--- config.mk ---
export PLATFORM = sky130hd
export DESIGN_NAME = multicycle_control_flat
export DESIGN_NICKNAME = d
export VERILOG_FILES = /design/src/rtl/multicycle_control_if.sv /design/src/rtl/multicycle_control.sv /design/src/flat_wrapper.sv
export SDC_FILE = /design/constraint.sdc
export NUM_CORES = 1
export LEC_CHECK = 0
export ABC_AREA = 1
export BUFFER_PORTS_ARGS = -buffer_cell sky130_fd_sc_hd__buf_4
export CORE_MARGIN = 3
export CORE_UTILIZATION = 47
export DETAILED_ROUTE_END_ITERATION = 10
export PLACE_DENSITY = 0.86
export SLEW_MARGIN = 5
export SYNTH_ARGS = -nofsm -noshare
export SYNTH_HDL_FRONTEND = slang
export SYNTH_SLANG_ARGS = --single-unit
--- constraint.sdc ---
create_clock -name clk -period 1.7 [get_ports clk]
set_input_delay 0.085 -clock clk [delete_from_list [all_inputs] [get_ports clk]]
set_output_delay 0.085 -clock clk [all_outputs]
set_load 0.01 [all_outputs]
--- src/rtl/multicycle_control_if.sv ---
// multicycle_control_if
//   Handshake and control bundle between the multicycle sequencing FSM and
//   the shared-ALU / shared-memory datapath.
//   master : the control FSM. It reads mem_ready, the instruction fields
//            (op/funct3/funct7) and zero, and drives the selects, strobes,
//            ALU operation, ImmSrc, AddressingControl, illegal and state.
//   slave  : the datapath side, with the directions reversed.
interface multicycle_control_if;
   logic       mem_ready;
   logic [6:0] op;
   logic [2:0] funct3;
   logic [6:0] funct7;
   logic       zero;
   logic       PCWrite;
   logic       AdrSrc;
   logic       IRWrite;
   logic       MemWrite;
   logic       RegWrite;
   logic [1:0] ResultSrc;
   logic [1:0] ALUSrcA;
   logic [1:0] ALUSrcB;
   logic [3:0] ALUControl;
   logic [2:0] ImmSrc;
   logic [2:0] AddressingControl;
   logic       illegal;
   logic [3:0] state;

   modport master (
      input  mem_ready, op, funct3, funct7, zero,
      output PCWrite, AdrSrc, IRWrite, MemWrite, RegWrite, ResultSrc,
             ALUSrcA, ALUSrcB, ALUControl, ImmSrc, AddressingControl,
             illegal, state
   );

   modport slave (
      output mem_ready, op, funct3, funct7, zero,
      input  PCWrite, AdrSrc, IRWrite, MemWrite, RegWrite, ResultSrc,
             ALUSrcA, ALUSrcB, ALUControl, ImmSrc, AddressingControl,
             illegal, state
   );
endinterface

--- src/rtl/multicycle_control.sv ---
// multicycle_control
//   Main sequencing FSM of the multicycle RV32I core. Each instruction is
//   walked through fetch, decode, execute, memory and writeback states. Per
//   state the FSM drives every datapath select and strobe. Unsupported
//   encodings are trapped in a terminal ILLEGAL state, which only rst leaves.
//   Ports:
//     clk  - core clock, rising edge
//     rst  - asynchronous active-high reset, forces FETCH
//     bus  - multicycle_control_if.master (instruction fields, zero,
//            mem_ready in; selects, strobes, illegal, state out)
//   Parameter MEM_WAIT_EN: when 0, mem_ready is ignored and treated as 1.
module multicycle_control #(
   parameter bit MEM_WAIT_EN = 1'b1
) (
   input  logic                       clk,
   input  logic                       rst,
   multicycle_control_if.master       bus
);

   typedef enum logic [3:0] {
      FETCH    = 4'd0,
      DECODE   = 4'd1,
      MEMADR   = 4'd2,
      MEMREAD  = 4'd3,
      MEMWB    = 4'd4,
      MEMWRITE = 4'd5,
      EXECR    = 4'd6,
      EXECI    = 4'd7,
      ALUWB    = 4'd8,
      BRANCH   = 4'd9,
      JAL      = 4'd10,
      JALR     = 4'd11,
      LINK     = 4'd12,
      ILLEGAL  = 4'd13
   } state_t;

   localparam logic [6:0] OP_R      = 7'b0110011;
   localparam logic [6:0] OP_I      = 7'b0010011;
   localparam logic [6:0] OP_LOAD   = 7'b0000011;
   localparam logic [6:0] OP_STORE  = 7'b0100011;
   localparam logic [6:0] OP_BRANCH = 7'b1100011;
   localparam logic [6:0] OP_JAL    = 7'b1101111;
   localparam logic [6:0] OP_JALR   = 7'b1100111;

   localparam logic [3:0] ALU_ADD  = 4'b0000;
   localparam logic [3:0] ALU_SUB  = 4'b0001;
   localparam logic [3:0] ALU_AND  = 4'b0010;
   localparam logic [3:0] ALU_OR   = 4'b0011;
   localparam logic [3:0] ALU_XOR  = 4'b0100;
   localparam logic [3:0] ALU_SLT  = 4'b0101;
   localparam logic [3:0] ALU_SLTU = 4'b0110;
   localparam logic [3:0] ALU_SLL  = 4'b0111;
   localparam logic [3:0] ALU_SRL  = 4'b1000;
   localparam logic [3:0] ALU_SRA  = 4'b1011;

   state_t     st, nx;
   logic       rdy;
   logic       f7_zero, f7_alt;
   state_t     dec_target;
   logic       dec_legal;
   logic [3:0] alu_fn;

   logic       pcwrite, adrsrc, irwrite, memwrite, regwrite, illegal_o;
   logic [1:0] resultsrc, alusrca, alusrcb;
   logic [3:0] aluctl;
   logic [2:0] immsrc, addrctl;

   assign rdy     = MEM_WAIT_EN ? bus.mem_ready : 1'b1;
   assign f7_zero = (bus.funct7 == 7'b0000000);
   assign f7_alt  = (bus.funct7 == 7'b0100000);

   always_ff @(posedge clk or posedge rst) begin
      if (rst) st <= FETCH;
      else     st <= nx;
   end

   // Legality and target of the DECODE dispatch
   always_comb begin
      dec_target = ILLEGAL;
      dec_legal  = 1'b0;
      case (bus.op)
         OP_R: begin
            dec_target = EXECR;
            if (bus.funct3 == 3'b000 || bus.funct3 == 3'b101)
               dec_legal = f7_zero || f7_alt;
            else
               dec_legal = f7_zero;
         end
         OP_I: begin
            dec_target = EXECI;
            dec_legal  = (bus.funct3 != 3'b101) || f7_zero || f7_alt;
         end
         OP_LOAD: begin
            dec_target = MEMADR;
            dec_legal  = bus.funct3 inside {3'b000, 3'b001, 3'b010, 3'b100, 3'b101};
         end
         OP_STORE: begin
            dec_target = MEMADR;
            dec_legal  = bus.funct3 inside {3'b000, 3'b001, 3'b010};
         end
         OP_BRANCH: begin
            dec_target = BRANCH;
            dec_legal  = (bus.funct3 == 3'b000) || (bus.funct3 == 3'b001);
         end
         OP_JAL: begin
            dec_target = JAL;
            dec_legal  = 1'b1;
         end
         OP_JALR: begin
            dec_target = JALR;
            dec_legal  = 1'b1;
         end
         default: begin
            dec_target = ILLEGAL;
            dec_legal  = 1'b0;
         end
      endcase
   end

   // funct3 -> ALU op; funct7 alt bit picks sub/sra (caller masks it for EXECI add)
   always_comb begin
      alu_fn = ALU_ADD;
      case (bus.funct3)
         3'b000:  alu_fn = f7_alt ? ALU_SUB : ALU_ADD;
         3'b001:  alu_fn = ALU_SLL;
         3'b010:  alu_fn = ALU_SLT;
         3'b011:  alu_fn = ALU_SLTU;
         3'b100:  alu_fn = ALU_XOR;
         3'b101:  alu_fn = f7_alt ? ALU_SRA : ALU_SRL;
         3'b110:  alu_fn = ALU_OR;
         default: alu_fn = ALU_AND;
      endcase
   end

   always_comb begin
      nx        = st;
      pcwrite   = 1'b0;
      adrsrc    = 1'b0;
      irwrite   = 1'b0;
      memwrite  = 1'b0;
      regwrite  = 1'b0;
      resultsrc = 2'b00;
      alusrca   = 2'b00;
      alusrcb   = 2'b00;
      aluctl    = ALU_ADD;
      addrctl   = 3'b010;
      illegal_o = 1'b0;
      case (bus.op)
         OP_STORE:  immsrc = 3'b001;
         OP_BRANCH: immsrc = 3'b010;
         OP_JAL:    immsrc = 3'b011;
         default:   immsrc = 3'b000;
      endcase

      case (st)
         FETCH: begin
            alusrcb   = 2'b10;
            resultsrc = 2'b10;
            irwrite   = rdy;
            pcwrite   = rdy;
            nx        = rdy ? DECODE : FETCH;
         end
         DECODE: begin
            alusrca = 2'b01;
            alusrcb = 2'b01;
            nx      = dec_legal ? dec_target : ILLEGAL;
         end
         MEMADR: begin
            alusrca = 2'b10;
            alusrcb = 2'b01;
            addrctl = bus.funct3;
            nx      = (bus.op == OP_LOAD) ? MEMREAD : MEMWRITE;
         end
         MEMREAD: begin
            adrsrc  = 1'b1;
            addrctl = bus.funct3;
            nx      = rdy ? MEMWB : MEMREAD;
         end
         MEMWB: begin
            resultsrc = 2'b01;
            regwrite  = 1'b1;
            addrctl   = bus.funct3;
            nx        = FETCH;
         end
         MEMWRITE: begin
            adrsrc   = 1'b1;
            memwrite = 1'b1;
            addrctl  = bus.funct3;
            nx       = rdy ? FETCH : MEMWRITE;
         end
         EXECR: begin
            alusrca = 2'b10;
            alusrcb = 2'b00;
            aluctl  = alu_fn;
            nx      = ALUWB;
         end
         EXECI: begin
            alusrca = 2'b10;
            alusrcb = 2'b01;
            aluctl  = (bus.funct3 == 3'b000) ? ALU_ADD : alu_fn;
            nx      = ALUWB;
         end
         ALUWB: begin
            regwrite = 1'b1;
            nx       = FETCH;
         end
         BRANCH: begin
            alusrca = 2'b10;
            alusrcb = 2'b00;
            aluctl  = ALU_SUB;
            pcwrite = (bus.funct3 == 3'b000) ? bus.zero : !bus.zero;
            nx      = FETCH;
         end
         JAL: begin
            pcwrite = 1'b1;
            nx      = LINK;
         end
         JALR: begin
            alusrca   = 2'b10;
            alusrcb   = 2'b01;
            resultsrc = 2'b10;
            pcwrite   = 1'b1;
            nx        = LINK;
         end
         LINK: begin
            alusrca   = 2'b01;
            alusrcb   = 2'b10;
            resultsrc = 2'b10;
            regwrite  = 1'b1;
            nx        = FETCH;
         end
         ILLEGAL: begin
            illegal_o = 1'b1;
            nx        = ILLEGAL;
         end
         default: nx = ILLEGAL;
      endcase

      // State is already FETCH under rst; also kill FETCH's ready-gated strobes
      if (rst) begin
         pcwrite  = 1'b0;
         irwrite  = 1'b0;
         memwrite = 1'b0;
         regwrite = 1'b0;
      end
   end

   assign bus.PCWrite           = pcwrite;
   assign bus.AdrSrc            = adrsrc;
   assign bus.IRWrite           = irwrite;
   assign bus.MemWrite          = memwrite;
   assign bus.RegWrite          = regwrite;
   assign bus.ResultSrc         = resultsrc;
   assign bus.ALUSrcA           = alusrca;
   assign bus.ALUSrcB           = alusrcb;
   assign bus.ALUControl        = aluctl;
   assign bus.ImmSrc            = immsrc;
   assign bus.AddressingControl = addrctl;
   assign bus.illegal           = illegal_o;
   assign bus.state             = st;

endmodule

--- src/flat_wrapper.sv ---
// flat-port wrapper written by rule: the top's interface ports become plain ports
module multicycle_control_flat 
#(
   parameter bit MEM_WAIT_EN = 1'b1
)
  (clk, rst, bus_mem_ready, bus_op, bus_funct3, bus_funct7, bus_zero, bus_PCWrite, bus_AdrSrc, bus_IRWrite, bus_MemWrite, bus_RegWrite, bus_ResultSrc, bus_ALUSrcA, bus_ALUSrcB, bus_ALUControl, bus_ImmSrc, bus_AddressingControl, bus_illegal, bus_state);
  multicycle_control_if bus_i ();
  input  logic clk;
  input  logic rst;
  input wire logic [$bits(bus_i.mem_ready)-1:0] bus_mem_ready;
  input wire logic [$bits(bus_i.op)-1:0] bus_op;
  input wire logic [$bits(bus_i.funct3)-1:0] bus_funct3;
  input wire logic [$bits(bus_i.funct7)-1:0] bus_funct7;
  input wire logic [$bits(bus_i.zero)-1:0] bus_zero;
  output wire logic [$bits(bus_i.PCWrite)-1:0] bus_PCWrite;
  output wire logic [$bits(bus_i.AdrSrc)-1:0] bus_AdrSrc;
  output wire logic [$bits(bus_i.IRWrite)-1:0] bus_IRWrite;
  output wire logic [$bits(bus_i.MemWrite)-1:0] bus_MemWrite;
  output wire logic [$bits(bus_i.RegWrite)-1:0] bus_RegWrite;
  output wire logic [$bits(bus_i.ResultSrc)-1:0] bus_ResultSrc;
  output wire logic [$bits(bus_i.ALUSrcA)-1:0] bus_ALUSrcA;
  output wire logic [$bits(bus_i.ALUSrcB)-1:0] bus_ALUSrcB;
  output wire logic [$bits(bus_i.ALUControl)-1:0] bus_ALUControl;
  output wire logic [$bits(bus_i.ImmSrc)-1:0] bus_ImmSrc;
  output wire logic [$bits(bus_i.AddressingControl)-1:0] bus_AddressingControl;
  output wire logic [$bits(bus_i.illegal)-1:0] bus_illegal;
  output wire logic [$bits(bus_i.state)-1:0] bus_state;
  assign bus_i.mem_ready = bus_mem_ready;
  assign bus_i.op = bus_op;
  assign bus_i.funct3 = bus_funct3;
  assign bus_i.funct7 = bus_funct7;
  assign bus_i.zero = bus_zero;
  assign bus_PCWrite = bus_i.PCWrite;
  assign bus_AdrSrc = bus_i.AdrSrc;
  assign bus_IRWrite = bus_i.IRWrite;
  assign bus_MemWrite = bus_i.MemWrite;
  assign bus_RegWrite = bus_i.RegWrite;
  assign bus_ResultSrc = bus_i.ResultSrc;
  assign bus_ALUSrcA = bus_i.ALUSrcA;
  assign bus_ALUSrcB = bus_i.ALUSrcB;
  assign bus_ALUControl = bus_i.ALUControl;
  assign bus_ImmSrc = bus_i.ImmSrc;
  assign bus_AddressingControl = bus_i.AddressingControl;
  assign bus_illegal = bus_i.illegal;
  assign bus_state = bus_i.state;
  multicycle_control #(.MEM_WAIT_EN(MEM_WAIT_EN)) u_core (.clk(clk), .rst(rst), .bus(bus_i));
endmodule
==> flow_metrics.py, run 1 <==
metrics = {
    "outcome": {
        "outcome": "complete, no violations",
    },
    "logic_synthesis": {
        "ys_top_cells_by_area": "nand2_1 (15%), dfrtp_1 (12%), inv_1 (9.1%)",
        "synthFlopType": "dfrtp_1",
        "synth_area_leader_cell": "nand2_1",
        "syn_area_per_cell_sq_um": 5.514,
        "synth_most_common_cell": "nand2_1",
        "synth-seq-area-share_pct": 12.10,
        "ys_top_cells_by_count": "nand2_1 (34), inv_1 (20), nor2_1 (20)",
        "synth-seq-cells": 4,
        "synth.distinct_cells": 30,
        "synthArstFlopShare_pct": 100.0,
        "netlist_area_sq_um": 827.0,
        "synth_top_area_share_pct": 15.43,
        "synth_edf_count": 0,
        "yosysWarnings": 0,
        "synthCells": 150,
        "syn_nets": 171,
    },
    "sta": {
        "worst_slack_ns": 0.07572,
        "hold_viol_final": 0,
        "fin_crit_ns": 1.624,
        "setup_tns_ns": 0,
        "whs_ns": 0.1139,
        "finalClockSkew_ns": 0.005338,
        "finalSetupViolCount": 0,
        "slew_violations": 0,
        "max_freq_ghz": 0.6157,
        "fin_crit_sh_pct": 95.55,
        "rsz0062_at_grt": "true",
    },
    "pwr": {
        "power_density_mw_per_mm2": 986.3,
        "ir_drop_v": 0.0006437,
        "leakage_nw": 0.7052,
        "finalPower_mw": 1.202,
    },
    "floorplanning": {
        "dieArea_sq_mm": 0.002299,
        "dieWidth_um": 47.95,
        "fp.coreArea_sq_mm": 0.001577,
        "rows": 14,
        "pin_count": 47,
        "chipHeight_um": 47.95,
        "initial_utilization_pct": 52.46,
    },
    "place": {
        "place_hpwl_um": 2256,
        "portBuffers": 45,
        "dpl.cell_count": 208,
        "gp_congestion": 0.9235,
        "pre_cts_slack_ns": 0.2416,
    },
    "cells_and_area": {
        "diodes": 0,
        "drive_gt1_share_pct": 43.15,
        "final_cells": 213,
        "syn_to_final_growth_pct": 47.35,
        "largest_reg_flops": 4,
        "nets": 220,
        "fillCellCount": 125,
        "multi_input_area_sq_um": 608.1,
        "final-seq-area_sq_um": 103.9,
    },
    "clocking": {
        "path_clk_slew_ns": 0.04,
        "htree_levels": 1,
        "cts_buffers": 3,
        "clk-insertion-delay-late_ns": 0.24,
        "cts_sinks": 4,
        "root_buffer": "clkbuf_4",
        "cts_tree": "built",
        "clock_path_buffers": 2,
    },
    "routing": {
        "drt-initial-drc-count": 43,
        "wl_um": 2730,
        "wl_per_cell_um": 12.82,
        "ant_nets": 0,
        "viasPerCell": 5.371,
        "drcViolationCount": 0,
        "num_vias": 1144,
        "drtPass1Iterations": 4,
    },
    "global_route": {
        "met1_usage_pct": 28.26,
        "grt_start_max_net_pins": 10,
        "use_met3_pct": 2.632,
        "top_usage_layer": "met2",
        "grt_overflow": 0,
        "grt_use_met2_pct": 46.70,
        "grt_pass1_wl_um": 4091,
        "track_usage_pct": 24.92,
        "grt_pass1_vias": 1021,
        "antenna_found_initial": 0,
    },
    "worst_setup_path": {
        "path_cells": "inv_2 -> nor2_4 -> nand2_1 -> nand2_2 -> nor3_2 -> or2_1 -> buf_4",
        "worst_r2r_endpoint": "u_core.bus.state[2]",
        "rr_startpoint": "u_core.bus.state[3]",
        "cp.arrival_ns": 1.54,
        "r2r_cells": 6,
        "rrSetupSlack_ns": 0.36,
        "path_class": "reg -> out",
        "cp.required_ns": 1.62,
        "start_kind": "flip-flop",
        "crit_buf_inv": 2,
        "crit_path_end_kind": "output pin",
        "crit_fanout": 6,
        "slowest_stage": "dfrtp_2",
        "path_delay_family": "simple AND/OR/NAND/NOR gates",
        "cpPeakStageDelay_ns": 0.42,
    },
    "min_path": {
        "hold_depth": 3,
        "hp-class": "in -> reg",
        "min_to": "u_core.bus.state[2]",
        "min_from": "bus_mem_ready",
    },
    "run": {
        "maxCapViolations": 0,
    },
}
## where the power goes
part,switching [mW],internal [mW]
clock,0.0436,0.0793
combinational,0.500,0.381
sequential,0.0662,0.132
## metal layers
layer	share of wire [%]	vias to the layer above	wire, um
li1	-	570	-
met3	8.2	7	224
met1	41	507	1129
met4	1.4	0	38
met5	0	-	0
met2	49	60	1338
## repair_timing
item,4_1_cts,5_1_grt
hold endpoints to repair,4,0
pin swaps,0,2
hold buffers,1,0
resized for setup,2,4
buffers inserted,0,1
setup endpoints to repair,1,4
## layout make-up
cell class                      count  share of cell area [%]
Sequential cell                     4                   8.522
Clock buffer                        3                   1.848
Tap cell                           16                   1.643
Timing Repair Buffer               47                   29.16
Inverter                           29                   8.932
Multi-Input combinational cell    114                   49.90
## worst max path at each step
stage | startpoint | to | slack (ns) | cells past startpoint
after floorplan | u_core.bus.state[1] | bus_AddressingControl[1] | 0.40 | 5
after global placement | u_core.bus.state[1] | bus_AddressingControl[1] | 0.24 | 6
after detailed placement | u_core.bus.state[1] | bus_AddressingControl[1] | 0.24 | 6
after global routing | u_core.bus.state[1] | bus_AddressingControl[1] | -0.01 | 7
after CTS | u_core.bus.state[1] | bus_AddressingControl[1] | 0.009 | 7
final | u_core.bus.state[2] | bus_AddressingControl[1] | 0.08 | 7
## cell usage in the layout, fill, tap and decap left out
master	n
inv_1	20
nand2_2	6
dfrtp_1	1
dlygate4sd3_1	1
a21oi_1	3
nand3_1	11
nand3_2	2
conb_1	1
and3_1	1
a22oi_1	1
a21boi_0	1
o2111a_1	1
o221ai_1	1
nand2_4	1
nor2_4	5
dfrtp_2	3
nor3_2	1
o2111ai_1	1
or2_1	1
nor2_2	8
nor3_1	3
buf_4	46
o21ai_0	3
or2_0	1
clkbuf_4	3
nand4_1	2
a31oi_1	4
nor2_1	18
inv_2	9
nand2_1	34
a21oi_2	1
o21ai_1	3
## stage by stage
step	area [sq um]	utilization, %
CTS	1205	76.43
floorplan	827.0	-
finish	1219	77.30
global route	1219	77.30
detailed placement	1165	73.89
global placement	1165	73.89
## cells by family after synthesis
kind of cell | synth area share, %
compound gates | 14.83
buf+inv | 15.58
flops | 12.10
other cells | 0.4534
simple gates | 57.03
## worst reg2reg max path, cell delays in order, from the launching register on
cell and delay, ns:
dfrtp_1 0.46, nand2_1 0.18, inv_1 0.08, nand2_1 0.08
nand2_1 0.09, a31oi_1 0.18, o2111ai_1 0.14
Note: power is estimated with default switching activity, not from simulation.
==> run 2: changes to the inputs <==
- CELL_PAD_IN_SITES_DETAIL_PLACEMENT: not set -> 1
- CELL_PAD_IN_SITES_GLOBAL_PLACEMENT: not set -> 1
- CORE_ASPECT_RATIO: not set -> 1.5
- CORE_UTILIZATION: 47 -> 29
- PLACE_DENSITY: 0.86 -> 0.85
==> flow_metrics.py, run 2 (synthesis gave the netlist of run 1 again) <==
metrics = {
    "worst_setup_path": {
        "cp.arrival_ns": 1.54,
        "crit_path_end_kind": "output pin",
        "rrSetupSlack_ns": 0.30,
        "start_kind": "flip-flop",
        "cp.required_ns": 1.62,
        "r2r_cells": 8,
        "crit_fanout": 6,
        "path_class": "reg -> out",
    },
    "sta": {
        "finalSetupViolCount": 0,
        "setup_tns_ns": 0,
        "rsz0062_at_grt": "true",
        "fin_crit_ns": 1.629,
        "whs_ns": 0.1606,
        "hold_viol_final": 0,
        "max_freq_ghz": 0.6139,
        "slew_violations": 0,
        "worst_slack_ns": 0.07109,
        "fin_crit_sh_pct": 95.82,
        "finalClockSkew_ns": 0.001258,
    },
    "clocking": {
        "cts_tree": "built",
        "root_buffer": "clkbuf_8",
        "cts_buffers": 3,
        "path_clk_slew_ns": 0.03,
        "cts_sinks": 4,
        "htree_levels": 1,
        "clk-insertion-delay-late_ns": 0.22,
        "clock_path_buffers": 2,
    },
    "routing": {
        "wl_um": 3311,
        "wl_met3_um": 114,
        "route.met2.wl_um": 2016,
        "drcViolationCount": 0,
        "wl_per_cell_um": 13.91,
        "drt-initial-drc-count": 13,
        "viasPerCell": 4.882,
        "num_vias": 1162,
        "ant_nets": 0,
        "highest_layer": "met4",
        "wl_met1_um": 1162,
        "drtPass1Iterations": 4,
    },
    "place": {
        "portBuffers": 45,
        "place_hpwl_um": 2699,
        "dpl.cell_count": 229,
        "pre_cts_slack_ns": 0.2105,
        "gp_congestion": 0.8910,
    },
    "floorplanning": {
        "pin_count": 47,
        "dieArea_sq_mm": 0.003542,
        "fp.coreArea_sq_mm": 0.002705,
        "chipHeight_um": 71.41,
        "initial_utilization_pct": 30.57,
        "rows": 23,
        "dieWidth_um": 49.61,
    },
    "pwr": {
        "power_density_mw_per_mm2": 1055,
        "ir_drop_v": 0.0004392,
        "leakage_nw": 0.7330,
    },
    "global_route": {
        "track_usage_pct": 18.20,
        "antenna_found_initial": 0,
        "grt_pass1_vias": 1183,
        "grt_overflow": 0,
        "grt_start_max_net_pins": 10,
        "grt_pass1_wl_um": 5168,
    },
    "cells_and_area": {
        "layout_common_cells": "buf_4 (50), nand2_1 (34), inv_1 (19), nor2_1 (18), nand3_1 (11)",
        "nets": 224,
        "final_cells": 238,
        "fin_util_pct": 48.15,
        "largest_reg_flops": 4,
        "drive_gt1_share_pct": 45.27,
        "diodes": 0,
        "final_common_cell": "buf_4",
        "syn_to_final_growth_pct": 57.49,
    },
    "min_path": {
        "hold_depth": 3,
        "hp-class": "in -> reg",
    },
    "outcome": {
        "outcome": "complete, no violations",
    },
    "run": {
        "maxCapViolations": 0,
    },
}
==> run 2: cell count changes in the layout (fill, tap and decap cells not counted), sizes merged <==
cell  previous run  this run
buf             46        50
==> run 2: power by group <==
part,internal (mW),switching [mW]
combinational,0.430,0.543
sequential,0.132,0.0695
clock,0.151,0.0494
==> run 2: worst max-delay path: stages (launching register included) <==
cell     delay, ns
dfrtp_2       0.41
inv_2         0.07
nor2_4        0.19
nand2_1       0.13
nand2_2       0.11
nor3_2        0.06
or2_1         0.21
buf_4         0.15
==> run 2: per-stage QoR <==
stage / area, sq um / power, mW
after global placement: 1191 / 1.024
after floorplan: 827.0 / 0.6573
after global routing: 1303 / 1.473
after detailed placement: 1191 / 1.048
after CTS: 1245 / 1.259
final: 1303 / 1.374
==> run 2: worst paths after layout <==
kind	start	end
setup / recovery	u_core.bus.state[2]	bus_AddressingControl[1]
hold / removal	bus_mem_ready	u_core.bus.state[2]
setup reg to reg	u_core.bus.state[3]	u_core.bus.state[1]
hold reg to reg	u_core.bus.state[1]	u_core.bus.state[3]
max in group asynchronous	rst	u_core.bus.state[0]
min in group asynchronous	rst	u_core.bus.state[1]
==> run 2: layout make-up <==
cell class / instances / area, sq um
well taps: 37 / 46.29
repair buffers: 51 / 385.4
multi-input cells: 114 / 616.8
fillers: 398 / 1403
inverters: 29 / 108.9
flip-flops and latches: 4 / 103.9
clock buffers: 3 / 41.29
==> run 2: per-layer routing <==
layer	vias up	global-route usage, %
met5	-	0
met4	0	3.692
met3	2	1.455
met2	29	38.59
met1	554	18.37
li1	577	-
==> run 2: repair_timing <==
item	4_1_cts	5_1_grt
gates resized for setup	1	8
pin swaps	0	2
endpoints found under the hold margin	4	0
hold buffers	1	0
buffers inserted	0	5
endpoints found under the setup margin	1	4
